--- src/rtl/arb_pkg.sv ---
// Shared types and sizes for the 8-way round-robin arbiter.
// Latency: n/a (declarations only).
// Backpressure: n/a.
package arb_pkg;

    localparam int ARB_N     = 8;
    localparam int ARB_IDX_W = 3;

    typedef enum logic {
        S_IDLE,
        S_GRANT
    } arb_state_t;

endpackage

--- src/rtl/rr_arbiter_8_if.sv ---
// Handshake bundle between the requesters (master) and the arbiter (slave).
// Latency: n/a (wires only).
// Backpressure: n/a; the arbiter drives grant, the requesters drive req/done/ena.
//   ena          requester side -> arbiter, enables new grants
//   req[7:0]     level-sensitive request per requester
//   done         one-cycle release strobe from the grant holder
//   grant[7:0]   one-hot grant, zero when idle
//   grant_valid  high while a grant is held
//   grant_idx    binary index of the holder
//   timeout      one-cycle pulse when the watchdog revokes a grant
interface rr_arbiter_8_if;
    import arb_pkg::*;

    logic                 ena;
    logic [ARB_N-1:0]     req;
    logic                 done;
    logic [ARB_N-1:0]     grant;
    logic                 grant_valid;
    logic [ARB_IDX_W-1:0] grant_idx;
    logic                 timeout;

    modport master (
        output ena, req, done,
        input  grant, grant_valid, grant_idx, timeout
    );

    modport slave (
        input  ena, req, done,
        output grant, grant_valid, grant_idx, timeout
    );

endinterface

--- src/rtl/decoder_3_to_8.sv ---
// 3-to-8 one-hot decoder with enable; all-zero output when disabled.
// Latency: combinational.
// Backpressure: none.
//   ena  in  1  output enable
//   in   in  3  binary index
//   out  out 8  one-hot of in when ena, else zero
module decoder_3_to_8 (
    input  logic       ena,
    input  logic [2:0] in,
    output logic [7:0] out
);

    always_comb begin
        out = '0;
        if (ena) begin
            out[in] = 1'b1;
        end
    end

endmodule

--- src/rtl/rr_arbiter_8.sv ---
// Round-robin arbiter: one shared resource among 8 requesters, grant held until release.
// Latency: request seen at an edge is granted by that edge; one idle cycle between grants.
// Backpressure: ena=0 blocks new grants without revoking a held one; requesters wait on req.
//   clk, rst     clock and synchronous active-high reset
//   arb (slave)  ena, req, done in; grant, grant_valid, grant_idx, timeout out
// Optional feature: define ARB_WATCHDOG_EN to revoke grants held for MAX_HOLD cycles.
module rr_arbiter_8
    import arb_pkg::*;
#(
    parameter logic [ARB_IDX_W-1:0] PTR_RESET = 3'd0,
    parameter int                   MAX_HOLD  = 16
) (
    input  logic           clk,
    input  logic           rst,
    rr_arbiter_8_if.slave  arb
);

    arb_state_t           state, state_nxt;
    logic [ARB_IDX_W-1:0] ptr, ptr_nxt;
    logic [ARB_IDX_W-1:0] idx_q, idx_nxt;
    logic                 timeout_q, timeout_nxt;
    logic                 grant_vld;
    logic [ARB_N-1:0]     grant_w;
    logic                 user_rel;
    logic                 wd_fire;

    // First asserted request scanning ptr, ptr+1, ... with 3-bit wrap.
    function automatic logic [ARB_IDX_W-1:0] rr_pick(
        input logic [ARB_N-1:0]     r,
        input logic [ARB_IDX_W-1:0] p
    );
        logic                 found;
        logic [ARB_IDX_W-1:0] cand;
        rr_pick = p;
        found   = 1'b0;
        for (int k = 0; k < ARB_N; k++) begin
            cand = p + ARB_IDX_W'(k);
            if (!found && r[cand]) begin
                rr_pick = cand;
                found   = 1'b1;
            end
        end
    endfunction

    assign grant_vld = (state == S_GRANT);
    // Holder strobed done, or withdrew its request.
    assign user_rel  = arb.done || !arb.req[idx_q];

`ifdef ARB_WATCHDOG_EN
    localparam int HOLD_W = $clog2(MAX_HOLD + 1);

    logic [HOLD_W-1:0] hold_cnt;

    // Held at zero while idle, so it is clear on every entry to S_GRANT.
    always_ff @(posedge clk) begin
        if (rst || state == S_IDLE) begin
            hold_cnt <= '0;
        end else begin
            hold_cnt <= hold_cnt + 1'b1;
        end
    end

    assign wd_fire = grant_vld && (hold_cnt == HOLD_W'(MAX_HOLD - 1));
`else
    // MAX_HOLD only matters when the watchdog is built in.
    logic unused_max_hold;
    assign unused_max_hold = ^MAX_HOLD;
    assign wd_fire         = 1'b0;
`endif

    always_ff @(posedge clk) begin
        if (rst) begin
            state     <= S_IDLE;
            ptr       <= PTR_RESET;
            idx_q     <= '0;
            timeout_q <= 1'b0;
        end else begin
            state     <= state_nxt;
            ptr       <= ptr_nxt;
            idx_q     <= idx_nxt;
            timeout_q <= timeout_nxt;
        end
    end

    always_comb begin
        state_nxt   = state;
        ptr_nxt     = ptr;
        idx_nxt     = idx_q;
        timeout_nxt = 1'b0;
        case (state)
            S_IDLE: begin
                if (arb.ena && |arb.req) begin
                    idx_nxt   = rr_pick(arb.req, ptr);
                    state_nxt = S_GRANT;
                end
            end
            S_GRANT: begin
                if (user_rel || wd_fire) begin
                    ptr_nxt     = idx_q + 1'b1;
                    state_nxt   = S_IDLE;
                    // Only flag a revoke the holder did not ask for itself.
                    timeout_nxt = wd_fire && !user_rel;
                end
            end
            default: begin
                state_nxt = S_IDLE;
            end
        endcase
    end

    decoder_3_to_8 u_dec (
        .ena (grant_vld),
        .in  (idx_q),
        .out (grant_w)
    );

    assign arb.grant       = grant_w;
    assign arb.grant_valid = grant_vld;
    assign arb.grant_idx   = idx_q;
    assign arb.timeout     = timeout_q;

endmodule

--- src/flat_wrapper.sv ---
// flat-port wrapper written by rule: the top's interface ports become plain ports
module rr_arbiter_8_flat import arb_pkg::*;
#(
    parameter logic [ARB_IDX_W-1:0] PTR_RESET = 3'd0,
    parameter int                   MAX_HOLD  = 16
)
  (clk, rst, arb_ena, arb_req, arb_done, arb_grant, arb_grant_valid, arb_grant_idx, arb_timeout);
  rr_arbiter_8_if arb_i ();
  input  logic clk;
  input  logic rst;
  input wire logic [$bits(arb_i.ena)-1:0] arb_ena;
  input wire logic [$bits(arb_i.req)-1:0] arb_req;
  input wire logic [$bits(arb_i.done)-1:0] arb_done;
  output wire logic [$bits(arb_i.grant)-1:0] arb_grant;
  output wire logic [$bits(arb_i.grant_valid)-1:0] arb_grant_valid;
  output wire logic [$bits(arb_i.grant_idx)-1:0] arb_grant_idx;
  output wire logic [$bits(arb_i.timeout)-1:0] arb_timeout;
  assign arb_i.ena = arb_ena;
  assign arb_i.req = arb_req;
  assign arb_i.done = arb_done;
  assign arb_grant = arb_i.grant;
  assign arb_grant_valid = arb_i.grant_valid;
  assign arb_grant_idx = arb_i.grant_idx;
  assign arb_timeout = arb_i.timeout;
  rr_arbiter_8 #(.PTR_RESET(PTR_RESET), .MAX_HOLD(MAX_HOLD)) u_core (.clk(clk), .rst(rst), .arb(arb_i));
endmodule
--- config.mk ---
export PLATFORM = sky130hd
export DESIGN_NAME = rr_arbiter_8_flat
export DESIGN_NICKNAME = d
export VERILOG_FILES = /design/src/rtl/arb_pkg.sv /design/src/rtl/rr_arbiter_8_if.sv /design/src/rtl/decoder_3_to_8.sv /design/src/rtl/rr_arbiter_8.sv /design/src/flat_wrapper.sv
export SDC_FILE = /design/constraint.sdc
export NUM_CORES = 1
export LEC_CHECK = 0
export CAP_MARGIN = 20
export CORE_MARGIN = 5
export CORE_UTILIZATION = 46
export CTS_BUF_LIST = sky130_fd_sc_hd__clkbuf_8
export DETAILED_ROUTE_END_ITERATION = 8
export PLACE_DENSITY = 0.79
export SYNTH_ARGS = -nofsm -noshare
export SYNTH_HDL_FRONTEND = slang
export SYNTH_HIERARCHICAL = 1
export SYNTH_SLANG_ARGS = --single-unit
--- constraint.sdc ---
create_clock -name clk -period 4.2 [get_ports clk]
set_input_delay 0.84 -clock clk [delete_from_list [all_inputs] [get_ports clk]]
set_output_delay 0.84 -clock clk [all_outputs]
set_load 0.005 [all_outputs]
# After elaboration in Yosys (flattened, before gate mapping)
# Index checks and enable logic that the tools add are counted.
op_classes:
  add_sub_neg: 8
  magnitude_cmp: 10
  muxes: 52
  bitwise: 1
  n_reduce_logical: 21
op_table:
  columns: ["cell", "n"]
  rows:
  - ["$lt 3x4->1 const B", 9]
  - ["$mux 1", 33]
  - ["$bmux 1 s3", 9]
  - ["$mux 3", 7]
  - ["$add 3x3->3 const B", 4]
  - ["$logic_and 1x1->1", 9]
  - ["$logic_not 1->1", 8]
  - ["$mux 8", 1]
  - ["$reduce_or 8->1", 1]
  - ["$add 3x1->3 const B", 2]
  - ["$add 3x2->3 const B", 2]
  - ["$reduce_and 2->1", 2]
  - ["$demux 1 s3", 1]
  - ["$ge 3x1->1 const B", 1]
  - ["$pmux 1 s2", 1]
  - ["$logic_or 1x1->1", 1]
  - ["$not 1->1", 1]
totals:
  reg_bits: 7
  input_bits: 12
  out_inout_bits: 13
  wordCells: 95

# Longest topological paths before layout
logic_depth:
  word_depth: 38
  depth_mapped: 13
  depth_no_buf: 9

# By module
# The synthesis kept the hierarchy.
by_module_without_submodules:
  columns: ["module", "instances", "cells_per_inst", "area_each_um2", "seq_area_each_um2"]
  rows:
  - ["rr_arbiter_8", 1, 133, 1260.0, 140.1]
  - ["decoder_3_to_8", 1, 8, 96.3, 0.0]

# Least setup slack after synthesis
# OpenSTA, ideal clock, no wires.
synth_timing:
  path_kind: "flip-flop to flip-flop"
  start: "reg u_core.ptr[0]"
  end: "reg u_core.idx_q[2] (netlist: u_core/arb.grant_idx[2])"
  setup_time_ns: 0.117
  arrival_ns: 2.948
  t_required_ns: 4.083
  slack_ns: 1.135
  path_stages_with_launch: 13
  n_path_buf: 3
  synth_period_minus_slack_ns: 3.065
  cell_sequence: "dfxtp_1 buf_6 inv_2 ha_1 buf_6 mux4_2 mux2i_4 a32oi_2 or3_1 buf_2 nor4_2 nor2_1 a32o_1"
synth_via:
  elab_chain_len: 38
  elab_cells_between_ends: 65
  cone_classes: "add/sub: 7; mux: 44; reduce/logical: 14"
synth_lines:
  columns: ["element", "line", "source"]
  rows:
  - ["start, declared", "rr_arbiter_8.sv:19", "logic [ARB_IDX_W-1:0] ptr, ptr_nxt;"]
  - ["start signal, assigned", "rr_arbiter_8.sv:79", "ptr <= ptr_nxt;"]
  - ["$bmux 1 s3", "rr_arbiter_8.sv:38", "if (!found && r[cand]) begin"]
  - ["$mux 1 (not written as such)", "rr_arbiter_8.sv:38", null]
  - ["$mux 1", "rr_arbiter_8.sv:38", null]
  - ["$mux 1", "rr_arbiter_8.sv:92", "if (arb.ena && |arb.req) begin"]
  - ["$mux 1", "rr_arbiter_8.sv:90", "case (state)"]
  - ["$logic_not 1->1", "rr_arbiter_8.sv:38", null]
  - ["$logic_and 1x1->1", "rr_arbiter_8.sv:38", null]
  - ["$mux 1", "rr_arbiter_8.sv:38", null]
  - ["[22 not listed]", null, null]
  - ["$logic_not 1->1", "rr_arbiter_8.sv:38", null]
  - ["$logic_and 1x1->1", "rr_arbiter_8.sv:38", null]
  - ["$mux 1", "rr_arbiter_8.sv:38", null]
  - ["$mux 1", "rr_arbiter_8.sv:92", null]
  - ["$mux 1", "rr_arbiter_8.sv:90", null]
  - ["$logic_not 1->1", "rr_arbiter_8.sv:38", null]
  - ["$logic_and 1x1->1", "rr_arbiter_8.sv:38", null]
  - ["$mux 3 (*)", "rr_arbiter_8.sv:38", null]
  - ["end signal, assigned", "rr_arbiter_8.sv:80", "idx_q <= idx_nxt;"]
  - ["end, declared", "rr_arbiter_8.sv:20", "logic [ARB_IDX_W-1:0] idx_q, idx_nxt;"]
# Every way passes the cells marked *; elsewhere a longest branch is shown, timed or not. The select of a mux whose other input is x is not followed.
# A chain may end at the register's enable or synchronous reset.

# Worst setup path after layout
# Ends and elaborated chain as after synthesis.

==> metrics.md <==
| Metric | Value |
|---|---|
| Netlist cell types | 52 |
| GRT Total Usage | 17.48% |
| Unrepaired setup endpoints after global routing | false |
| Setup Buffers After CTS | 0 |
| Static Leak | 0.5590 nW |
| Fin cells | 192 |
| HP Class | reg2reg |
| Pwr Density | 266.8 nW/um2 |
| Syn avg cell area | 9.619 um2 |
| Period utilisation layout | 81.91% |
| Crit path launch type | flop |
| Reg2reg setup slack | 0.76 ns |
| Routed WL | 3615 um |
| CTS Buffer Depth | 2 |
| Number of CTS-inserted buffers | 3 |
| Buffers on Ports | 23 |
| I/O pins | 25 |
| Path depth of the worst reg2reg path | 10 |
| Dpl cells | 188 |
| Die height | 64.30 um |
| Sequential cell area | 140.1 um2 |
| FF-to-FF End | u_core/arb.grant_idx[2] |
| Cell family with most CP delay | simple AND/OR/NAND/NOR gates |
| WP data required | 4.32 ns |
| Die ar. | 4134 um2 |
| Ranking of synthesized cells by area | mux4_2 27%, dfxtp_1 10%, mux2i_1 5.2% |
| Via/cell ratio | 6.771 |
| Commonest non-fill, non-tap cell in the layout | clkdlybuf4s50_1 |
| Worst R2R Start | u_core/ptr[0] |
| Routed len/inst | 18.83 um |
| Asr flop ratio synth | 0% |
| Critical Path AT | 3.56 ns |
| Clk pin slew, worst setup/hold paths | 0.04 ns |
| Number of global-route vias before repair | 1232 |
| Initial antenna violation count | 0 |
| Synth Register Bits | 7 |
| Post-layout minimum cycle time | 3.440 ns |
| Drt initial violations | 91 |
| Crit. End Element | flop |
| Worst-Margin Slew | 0.6238 ns |
| Row count | 19 |
| Crit path largest cell delay | 0.59 ns |
| Most frequent cells in the layout | 23 x clkdlybuf4s50_1, 16 x mux4_2, 12 x nor2_1, 12 x a21oi_1 |
| Max-cap viol count | 0 |
| Final hold slack | 0.6502 ns |
| Final #Nets | 177 |
| Post-detail-place hpwl | 2783 um |
| Placer Congestion | 0.8479 |
| Global-route wire length before repair | 5858 um |
| Max Slew Vio Count | 0 |
| Hold Crit Start | u_core/arb.grant_idx[1] |
| H-tree Lvls | 1 |
| CTS tree | built |
| Placeable Area | 2781 um2 |
| Synth area leader | mux4_2 |
| Clock Tree Root | clkbuf_8 |
| Cell chain of the critical path | buf_4, inv_2, ha_1, mux4_2, mux2i_4, a32oi_2, or3_1, nor4_2, nor2_1, a32o_1 |
| Status | finished clean |
| Critical-path top delay cell | mux4_2 |
| Max_slew headroom | 58.35% |
| Worst skew pair latency | 0.23 ns |
| Vias | 1300 |
| Synth Cell Area | 1356 um2 |
| Synth Net Count | 156 |
| Max Clk Rate | 0.2907 GHz |
| Fin. Hold Viols | 0 |
| DRT antenna net count | 0 |
| Fin Setup TNS | 0 ns |
| Initial Utilization | 48.76% |
| DIE WIDTH | 64.30 um |
| Hold-fix buffers, CTS | 0 |
| Worst hold path depth | 2 |
| Remaining Overflow, GRT | 0 |
| Pre-antenna DRT Iters | 4 |
| ANT cells | 0 |
| Cells after Synth | 141 |
| Critical path class | reg2reg |
| Setup Viol. Count Final | 0 |
| Skew final | 0.003569 ns |
| Crit. Startpoint | u_core/ptr[0] |
| WP buf/inv | 2 |
| Fill cell count | 251 |
| Top-area cell type share of the netlist area | 26.57% |
| Worst IR Drop VDD | 281.3 uV |
| Synthesis warning total | 6 |
| Area growth syn-to-layout | 20.29% |
| Sequential fraction of the synthesis area | 10.33% |
| Share of layout cells above drive strength 1 | 22.98% |
| Post-synth EDFFs | 0 |
| Num Clock Sinks | 7 |
| Critical path peak fanout | 12 |
| Worst Hold End | u_core/arb.grant_idx[1] |
| Synth Flop Type | dfxtp_1 |
| Largest net degree at the start of global routing | 18 |
| Post_cts resized | 0 |
| DRC | 0 |
| Multi-input logic area | 1136 um2 |
==> metal layers <==
layer	GRT usage (%)	up-vias	share of wire, %
li1	-	608	-
met1	22.10	625	41
met2	29.23	60	50
met3	3.327	7	8.1
met4	6.616	0	1.7
met5	0	-	0
==> report_power, final <==
| part | internal, W | switching [W] | leakage [nW] |
|---|---|---|---|
| registers | 0.0000729 | 0.0000179 | 0.0573 |
| clock network | 0.0000633 | 0.0000307 | 0.0269 |
| logic | 0.000126 | 0.000124 | 0.475 |
| total | 0.000262 | 0.000173 | 0.559 |
==> registers in the layout, summed over array words and instances, names as in the netlist <==
signal	flops
u_core/arb.grant_idx	3
u_core/ptr	3
u_core/arb.grant_valid	1
==> cells by family after synthesis <==
family	Yosys count	share of synthesized area (%)
AND/OR/NAND/NOR	44	20.85
flip-flops	7	10.33
buffers and inverters	15	5.903
adder cells (fa/ha/maj)	3	2.768
other	1	0.2765
AO/OA/AOI/OAI	38	20.11
XOR/XNOR	6	3.875
multiplexers	27	35.89
==> synth_stat cells (3+ instances only) <==
master,n
a311oi_1,3
inv_1,4
and4bb_2,3
and4b_2,3
a21oi_1,12
ha_1,3
mux2i_1,7
mux4_2,16
nand2_1,6
buf_2,3
xnor2_1,5
nor2_1,12
dfxtp_1,7
nand2b_1,5
mux2_2,3
==> worst reg2reg max path: stages (launching register included) <==
cell	delay, ns
dfxtp_1	0.30
buf_4	0.22
inv_2	0.13
ha_1	0.56
mux4_2	0.60
mux2i_4	0.17
a32oi_2	0.19
or3_1	0.55
nor4_2	0.30
nor2_1	0.07
a32o_1	0.25
==> cell type report <==
| type | count | area share (%) |
|---|---|---|
| sequential | 7 | 8.589 |
| clock buffer | 3 | 2.531 |
| multi-input combinational | 119 | 69.63 |
| clock inverter | 1 | 0.2301 |
| timing repair buffer | 26 | 15.49 |
| tap | 31 | 2.377 |
| inverter | 5 | 1.150 |
==> worst max path at each step <==
stage | endpoint | slack (ns) | cells after the start
after floorplan | u_core/arb.grant_idx[2] | 1.13 | 12
after global placement | u_core/arb.grant_idx[2] | 0.68 | 8
after detailed placement | u_core/arb.grant_idx[2] | 0.59 | 8
after CTS | u_core/arb.grant_idx[2] | 0.73 | 10
after global routing | u_core/arb.grant_idx[2] | 0.54 | 10
final | u_core/arb.grant_idx[2] | 0.76 | 10
==> per-stage QoR <==
step                      total power [W]  worst slack, ns  area (um2)  util, %
after global placement          0.0003297           0.6780        1587    57.04
final                           0.0004353           0.7600        1632    58.66
after detailed placement        0.0003392           0.5926        1587    57.04
after floorplan                 0.0002739            1.135        1356        -
after CTS                       0.0004371           0.7306        1632    58.66
after global routing            0.0004649           0.5375        1632    58.66
(Power assumes the default switching activity.)
